===== src/rtl/ps2_pkg.sv =====
// Shared PS/2 definitions: transmitter states, keyboard command bytes and default timing.
package ps2_pkg;

    typedef enum logic [2:0] {
        IDLE,
        INHIBIT,
        RTS,
        SEND,
        ACK,
        WAIT_IDLE
    } ps2_tx_state_t;

    localparam logic [7:0] PS2_CMD_SET_LEDS  = 8'hED;
    localparam logic [7:0] PS2_CMD_RESET     = 8'hFF;
    localparam logic [7:0] PS2_CMD_ENABLE    = 8'hF4;
    localparam logic [7:0] PS2_CMD_TYPEMATIC = 8'hF3;
    localparam logic [7:0] PS2_ACK_BYTE      = 8'hFA;

    // Defaults assume a 50 MHz system clock.
    localparam int PS2_INHIBIT_CYCLES       = 5000;
    localparam int PS2_START_TIMEOUT_CYCLES = 750000;
    localparam int PS2_XFER_TIMEOUT_CYCLES  = 100000;
    localparam int PS2_TIMER_W              = 20;

    function automatic logic odd_parity(input logic [7:0] data);
        return ~^data;
    endfunction

endpackage


===== src/rtl/ps2_line_sync.sv =====
// Two-flop synchronizers for PS2_CLK / PS2_DAT plus a falling-edge strobe on the clock line.
module ps2_line_sync (
    input  logic CLOCK_50,
    input  logic Resetn,
    input  logic ps2_clk_in,
    input  logic ps2_dat_in,
    output logic clk_sync,
    output logic dat_sync,
    output logic clk_fall
);

    logic clk_meta;
    logic dat_meta;
    logic clk_prev;

    // Flops reset to the idle-high bus level so leaving reset cannot fake an edge.
    always_ff @(posedge CLOCK_50 or negedge Resetn) begin
        if (!Resetn) begin
            clk_meta <= 1'b1;
            clk_sync <= 1'b1;
            clk_prev <= 1'b1;
            dat_meta <= 1'b1;
            dat_sync <= 1'b1;
        end else begin
            clk_meta <= ps2_clk_in;
            clk_sync <= clk_meta;
            clk_prev <= clk_sync;
            dat_meta <= ps2_dat_in;
            dat_sync <= dat_meta;
        end
    end

    assign clk_fall = clk_prev & ~clk_sync;

endmodule


===== src/rtl/ps2_command_tx.sv =====
// Host-to-device PS/2 command transmitter: inhibit, request-to-send, then shifts one byte
// out on device-generated clock edges and checks the device ACK.
module ps2_command_tx
    import ps2_pkg::*;
#(
    parameter int INHIBIT_CYCLES       = PS2_INHIBIT_CYCLES,
    parameter int START_TIMEOUT_CYCLES = PS2_START_TIMEOUT_CYCLES,
    parameter int XFER_TIMEOUT_CYCLES  = PS2_XFER_TIMEOUT_CYCLES,
    parameter int TIMER_W              = PS2_TIMER_W
) (
    input  logic       CLOCK_50,
    input  logic       Resetn,
    input  logic [7:0] command,
    input  logic       send_command,
    input  logic       ps2_clk_in,
    input  logic       ps2_dat_in,
    output logic       ps2_clk_drive_low,
    output logic       ps2_dat_drive_low,
    output logic       busy,
    output logic       command_was_sent,
    output logic       error_timeout,
    output logic       error_nack
);

    localparam logic [TIMER_W-1:0] INHIBIT_LAST = TIMER_W'(INHIBIT_CYCLES - 1);
    localparam logic [TIMER_W-1:0] START_LAST   = TIMER_W'(START_TIMEOUT_CYCLES - 1);
    localparam logic [TIMER_W-1:0] XFER_LAST    = TIMER_W'(XFER_TIMEOUT_CYCLES - 1);

    ps2_tx_state_t      state;
    logic [7:0]         cmd_latched;
    logic [3:0]         bit_cnt;
    logic [TIMER_W-1:0] timer;

    logic clk_sync;
    logic dat_sync;
    logic clk_fall;
    logic parity_bit;
    logic xfer_expired;

    ps2_line_sync u_line_sync (
        .CLOCK_50   (CLOCK_50),
        .Resetn     (Resetn),
        .ps2_clk_in (ps2_clk_in),
        .ps2_dat_in (ps2_dat_in),
        .clk_sync   (clk_sync),
        .dat_sync   (dat_sync),
        .clk_fall   (clk_fall)
    );

    assign parity_bit   = odd_parity(cmd_latched);
    assign xfer_expired = (timer == XFER_LAST);

    // The transfer timer is never cleared per bit, so it bounds the whole byte plus ACK.
    always_ff @(posedge CLOCK_50 or negedge Resetn) begin
        if (!Resetn) begin
            state             <= IDLE;
            cmd_latched       <= '0;
            bit_cnt           <= '0;
            timer             <= '0;
            ps2_clk_drive_low <= 1'b0;
            ps2_dat_drive_low <= 1'b0;
            busy              <= 1'b0;
            command_was_sent  <= 1'b0;
            error_timeout     <= 1'b0;
            error_nack        <= 1'b0;
        end else begin
            command_was_sent <= 1'b0;
            error_timeout    <= 1'b0;
            error_nack       <= 1'b0;

            case (state)
                IDLE: begin
                    if (send_command) begin
                        cmd_latched       <= command;
                        timer             <= '0;
                        ps2_clk_drive_low <= 1'b1;
                        ps2_dat_drive_low <= 1'b0;
                        busy              <= 1'b1;
                        state             <= INHIBIT;
                    end
                end

                INHIBIT: begin
                    if (timer == INHIBIT_LAST) begin
                        ps2_clk_drive_low <= 1'b0;
                        ps2_dat_drive_low <= 1'b1;
                        timer             <= '0;
                        state             <= RTS;
                    end else begin
                        timer <= timer + 1'b1;
                    end
                end

                RTS: begin
                    if (clk_fall) begin
                        ps2_dat_drive_low <= ~cmd_latched[0];
                        bit_cnt           <= 4'd1;
                        timer             <= '0;
                        state             <= SEND;
                    end else if (timer == START_LAST) begin
                        ps2_clk_drive_low <= 1'b0;
                        ps2_dat_drive_low <= 1'b0;
                        busy              <= 1'b0;
                        error_timeout     <= 1'b1;
                        state             <= IDLE;
                    end else begin
                        timer <= timer + 1'b1;
                    end
                end

                SEND: begin
                    timer <= timer + 1'b1;
                    if (xfer_expired) begin
                        ps2_clk_drive_low <= 1'b0;
                        ps2_dat_drive_low <= 1'b0;
                        busy              <= 1'b0;
                        error_timeout     <= 1'b1;
                        state             <= IDLE;
                    end else if (clk_fall) begin
                        bit_cnt <= bit_cnt + 4'd1;
                        if (bit_cnt == 4'd9) begin
                            ps2_dat_drive_low <= 1'b0;
                            state             <= ACK;
                        end else if (bit_cnt == 4'd8) begin
                            ps2_dat_drive_low <= ~parity_bit;
                        end else begin
                            ps2_dat_drive_low <= ~cmd_latched[bit_cnt[2:0]];
                        end
                    end
                end

                ACK: begin
                    timer <= timer + 1'b1;
                    if (xfer_expired) begin
                        ps2_clk_drive_low <= 1'b0;
                        ps2_dat_drive_low <= 1'b0;
                        busy              <= 1'b0;
                        error_timeout     <= 1'b1;
                        state             <= IDLE;
                    end else if (clk_fall) begin
                        if (!dat_sync) begin
                            state <= WAIT_IDLE;
                        end else begin
                            ps2_clk_drive_low <= 1'b0;
                            ps2_dat_drive_low <= 1'b0;
                            busy              <= 1'b0;
                            error_nack        <= 1'b1;
                            state             <= IDLE;
                        end
                    end
                end

                WAIT_IDLE: begin
                    timer <= timer + 1'b1;
                    if (xfer_expired) begin
                        ps2_clk_drive_low <= 1'b0;
                        ps2_dat_drive_low <= 1'b0;
                        busy              <= 1'b0;
                        error_timeout     <= 1'b1;
                        state             <= IDLE;
                    end else if (clk_sync && dat_sync) begin
                        busy             <= 1'b0;
                        command_was_sent <= 1'b1;
                        state            <= IDLE;
                    end
                end

                default: begin
                    ps2_clk_drive_low <= 1'b0;
                    ps2_dat_drive_low <= 1'b0;
                    busy              <= 1'b0;
                    state             <= IDLE;
                end
            endcase
        end
    end

endmodule


===== config.mk =====
export PLATFORM = sky130hd
export DESIGN_NAME = ps2_command_tx
export DESIGN_NICKNAME = d
export VERILOG_FILES = /design/src/rtl/ps2_pkg.sv /design/src/rtl/ps2_line_sync.sv /design/src/rtl/ps2_command_tx.sv
export SDC_FILE = /design/constraint.sdc
export NUM_CORES = 1
export LEC_CHECK = 0
export CORE_UTILIZATION = 40
export DETAILED_ROUTE_END_ITERATION = 10
export GPL_ROUTABILITY_DRIVEN = 0
export SYNTH_ARGS = -nofsm -noshare
export SYNTH_HDL_FRONTEND = slang
export SYNTH_HIERARCHICAL = 1
export SYNTH_SLANG_ARGS = --single-unit

===== constraint.sdc =====
create_clock -name CLOCK_50 -period 2.8 [get_ports CLOCK_50]
set_input_delay 0.28 -clock CLOCK_50 [delete_from_list [all_inputs] [get_ports CLOCK_50]]
set_output_delay 0.28 -clock CLOCK_50 [all_outputs]
set_load 0.05 [all_outputs]

# [Word level (Yosys, flattened, before mapping)]
# Cells that the tools add are included.
[totals] regBits=46 inputBits=13 wordCells=120 output_inout_bits=6
[classes] reduce_logical=14 n_eq_ne=27 mux=55 addsub=2 order_cmp=1 bitwise=6
[ops] op="$mux 20" count=4
[ops] op="$pmux 20 s4" count=1
[ops] op="$mux 3" count=12
[ops] op="$mux 1" count=28
[ops] op="$reduce_and 7->1" count=3
[ops] op="$add 20x1->20 const B" count=1
[ops] op="$eq 20x13->1 const B" count=1
[ops] op="$eq 20x17->1 const B" count=1
[ops] op="$eq 20x20->1 const B" count=1
[ops] op="$ne 2x2->1 const B" count=9
[ops] op="$ne 3x3->1 const B" count=6
[ops] op="$pmux 3 s6" count=1
[ops] op="$mux 4" count=3
[ops] op="$pmux 1 s6" count=2
[ops] op="$eq 4x4->1 const B" count=2
[ops] op="$pmux 4 s2" count=1
[ops] op="$reduce_and 8->1" count=1
[ops] op="$reduce_xnor 8->1" count=1
[ops] op="$eq 3x2->1 const B" count=2
[ops] op="$eq 3x3->1 const B" count=2
[ops] op="$not 1->1" count=5
[ops] op="$pmux 1 s5" count=1
[ops] op="$add 4x1->4 const B" count=1
[ops] op="$lt 3x4->1 const B" count=1
[ops] op="15 further kinds" count=15

# [Depth between registers and ports, before layout]
[logic_depth] word_depth=8 depth_mapped=8 ltp_nobuf=8

# [Cells and area by module]
# The synthesis kept the hierarchy.
[by_module_without_submodules] mod="ps2_command_tx" n_inst=1 seq_area_each_um2=1026.0 cells_per_inst=284 area_each_um2=2573.7
[by_module_without_submodules] mod="ps2_line_sync" n_inst=1 seq_area_each_um2=131.4 cells_per_inst=6 area_each_um2=145.1

# [Worst setup path after synthesis]
# OpenSTA, ideal clock, no wires.
[synth_path] kind="flip-flop to flip-flop" startpoint="register timer[0]" endpoint="register timer[8]" path_slack_ns=0.666 t_required_ns=2.679 setup_ns=0.121 period_less_slack_ns=2.134 arrival_ns=2.012 n_path_buf=1 stages_incl_launch_ff=9 path_cell_list="dfrtp_1 > ha_1 > nor4bb_1 > nand4b_1 > nor4_1 > o22a_2 > buf_2 > nor2_1 > a22o_2"
[synth_between] elab_chain_len=4 word_cells_on_any_way=9 cone_classes="1 x add/sub; 3 x eq/ne; 4 x mux; 1 x reduce/logical"
[synth_lines] item="from (decl)" line="ps2_command_tx.sv:32" rtl="logic [TIMER_W-1:0] timer;"
[synth_lines] item="from (signal assigned)" line="ps2_command_tx.sv:90" rtl="timer <= timer + 1'b1;"
[synth_lines] item="from (signal assigned)" line="ps2_command_tx.sv:107" rtl="timer <= timer + 1'b1;"
[synth_lines] item="from (signal assigned)" line="ps2_command_tx.sv:112" rtl="timer <= timer + 1'b1;"
[synth_lines] item="$add 20x1->20"
[synth_lines] item="$mux 20" line="ps2_command_tx.sv:100" rtl="end else if (timer == START_LAST) begin"
[synth_lines] item="$mux 20" line="ps2_command_tx.sv:95" rtl="if (clk_fall) begin"
[synth_lines] item="$pmux 20 s4" line="ps2_command_tx.sv:71" rtl="case (state)"
# Several ways; a longest one is shown, not always the timed one. The select of a mux whose other input is x is not followed.
# A chain may end at the register's enable or synchronous reset.

# [Worst setup path in the final report]
[layout_path] startpoint="register timer[0]" endpoint="register timer[2]"
# Same word-level chain as after synthesis.

==> results.sh <==
export IMPL_dp_cells=377
export IMPL_final_util=0.4768
export IMPL_min_path_type="in2async"
export IMPL_cts_sinks=46
export IMPL_dr_max_layer_used="met4"
export IMPL_synth_top_area_share=0.3774
export IMPL_wirelength_um=6255
export IMPL_drtIter0Drc=128
export IMPL_drc=0
export IMPL_synth_most_common_cell="dfrtp_1"
export IMPL_dp_hpwl_um=4470
export IMPL_fin_tns_setup_ns=0
export IMPL_routedWlPerCell_um=16.25
export IMPL_post_cts_repair_setup_buffers=0
export IMPL_cts_resized_gates=0
export IMPL_fin_area_um2=3079
export IMPL_hold_viol=0
export IMPL_route_met3_wl_um=239
export IMPL_dr_pass1_iters=4
export IMPL_clkTransAtPathRegs_ns=0.09
export IMPL_grt_use_total=0.1936
export IMPL_clock_path_buffers=2
export IMPL_grt_max_degree=47
export IMPL_core_area_um2=6459
export IMPL_critPathKind="reg2reg"
export IMPL_async_reset_ff_frac=1.000
export IMPL_pin_count=19
export IMPL_syn_inst=290
export IMPL_rrSetupSlack_ns=0.29
export IMPL_met1_length_um=3205
export IMPL_critPathLaunch="timer[0]"
export IMPL_port_buffers=18
export IMPL_dieArea_um2=7131
export IMPL_start_util=0.4210
export IMPL_power_mw=2.957
export IMPL_num_vias=2212
export IMPL_die_x_um=84.45
export IMPL_clock_fmax_ghz=0.3983
export IMPL_cts_buffers=5
export IMPL_ys_seq_area_frac=0.4257
export IMPL_synthFlopType="dfrtp_1"
export IMPL_cts_hold_buf=0
export IMPL_setup_viol=0
export IMPL_cp_required_ns=2.98
export IMPL_syn_area_per_cell_um2=9.375
export IMPL_regToRegEndpoint="timer[2]"
export IMPL_grt_pass1_wl_um=11030
export IMPL_fin_cells=385
export IMPL_synth_seq_cells=46
export IMPL_startpoint_type="flip-flop"
export IMPL_cts_root_buf="clkbuf_8"
export IMPL_htreeDepth=2
export IMPL_finalClockSkew_ns=0.009101
export IMPL_worst_slew_pin_slew_ns=1.035
export IMPL_period_needed_ns=2.511
export IMPL_synthTopCellsByArea="dfrtp_1 (38%), o21ai_0 (5.3%), dfstp_2 (4.8%)"
export IMPL_final_nets=324
export IMPL_grt_setup_unrepaired="false"
export IMPL_antenna_found_initial=0
export IMPL_synth_commonest_cells="dfrtp_1 (41), o21ai_0 (29), nand2_1 (26)"
export IMPL_place_ws_ns=0.1646
export IMPL_grt_pass1_vias=2221
export IMPL_wl_met2_um=2745
export IMPL_grt_ovfl_total=0
export IMPL_max_slew_margin_rel=0.3101
export IMPL_yosysWarnings=6
export IMPL_worstPathMaxFanout=14
export IMPL_powerDensity_nw_per_um2=960.4
export IMPL_worstReg2RegStart="timer[0]"
export IMPL_clk_latency_ns=0.30
export IMPL_ant_nets=0
export IMPL_fillerInstances=639
export IMPL_fin_ws_ns=0.2892
export IMPL_ys_types=62
export IMPL_viasPerCell=5.745
export IMPL_slew_violations=0
export IMPL_r2r_cells=7
export IMPL_postPlaceCellArea_um2=2967
export IMPL_rows=29
export IMPL_final_period_utilization=0.8967
export IMPL_syn_to_final_growth_pct=13.25
export IMPL_drive_gt1_frac=0.1526
export IMPL_syn_nets=307
export IMPL_hold_ws_ns=0.1575
export IMPL_die_y_um=84.45
export IMPL_synth_edf_count=0
export IMPL_p_leak_nw=1.214
export IMPL_syn_area_um2=2719
export IMPL_drv_cap=0
export IMPL_arrival_ns=2.69
export IMPL_end_kind="flip-flop"
export IMPL_antennaDiodeCount=0
export IMPL_tritoncts="yes"
export IMPL_yosys_area_top_type="dfrtp_1"
export IMPL_ir_drop_uv=331.8
export IMPL_status="completed"
how the worst max path moves through the flow:
| stage | to | cells past startpoint | slack (ns) |
|---|---|---|---|
| after floorplan | timer[8] | 8 | 0.67 |
| after global placement | timer[17] | 7 | 0.28 |
| after detailed placement | timer[2] | 7 | 0.16 |
| after CTS | timer[2] | 7 | 0.15 |
| after global routing | timer[2] | 7 | 0.05 |
| final | timer[2] | 7 | 0.29 |
cell usage in the layout, fill, tap and decap left out, types with 8 or more instances in the layout:
master           instances
inv_1                    9
o21ai_0                 29
a21oi_1                 18
dfrtp_1                 41
mux2_2                   9
o31ai_1                  9
nor2_1                  21
xnor2_1                  8
clkdlybuf4s50_1         17
nand2_1                 26
per-layer routing:
layer,vias to the layer above,global-route usage
met5,-,0
met4,0,0.06163
met3,6,0.03835
met2,45,0.2861
met1,1071,0.2856
li1,1090,-
cells by family (layout without fill, tap and decap cells):
group                    after synthesis  count (layout)  share of synthesized area
AO/OA/AOI/OAI                         85              85                     0.1960
XOR/XNOR                               9               9                    0.02899
adder cells (fa/ha/maj)                4               4                    0.01841
buffers and inverters                 24              42                    0.04049
flip-flops                            46              46                     0.4257
multiplexers                          13              13                    0.06121
AND/OR/NAND/NOR                      109             109                     0.2292
flip-flops by register name, indices dropped and copies added, names as in the netlist:
| name | count |
|---|---|
| u_line_sync/dat_sync | 1 |
| ps2_dat_drive_low | 1 |
| u_line_sync/clk_sync | 1 |
| ps2_clk_drive_low | 1 |
| timer | 20 |
| command_was_sent | 1 |
| bit_cnt | 4 |
| u_line_sync/clk_prev | 1 |
| u_line_sync/dat_meta | 1 |
| state | 3 |
| error_nack | 1 |
| u_line_sync/clk_meta | 1 |
| error_timeout | 1 |
| cmd_latched | 8 |
| busy | 1 |
critical path, cell delays in order (launching register included):
cell      delay (ns)
dfrtp_1         0.41
ha_1            0.32
nor4bb_1        0.32
nand4b_1        0.16
nor4_1          0.35
o22a_2          0.37
nand2b_2        0.32
o21ai_0         0.13
cell type report:
class	count	area, um^2	area share
Clock buffer	6	72.57	0.02357
Clock inverter	2	37.54	0.01219
Inverter	9	33.78	0.01097
Multi-Input combinational cell	220	1454	0.4722
Sequential cell	46	1157	0.3759
Tap cell	77	96.34	0.03129
Timing Repair Buffer	25	227.7	0.07395
power by group:
| group | total [mW] | leakage [nW] | internal (mW) | switching (mW) |
|---|---|---|---|---|
| clock | 0.496 | 0.0514 | 0.266 | 0.230 |
| sequential | 1.07 | 0.585 | 0.830 | 0.235 |
| combinational | 1.40 | 0.578 | 0.631 | 0.766 |
| total | 2.96 | 1.21 | 1.73 | 1.23 |
Power figures use the tool's default switching activity.
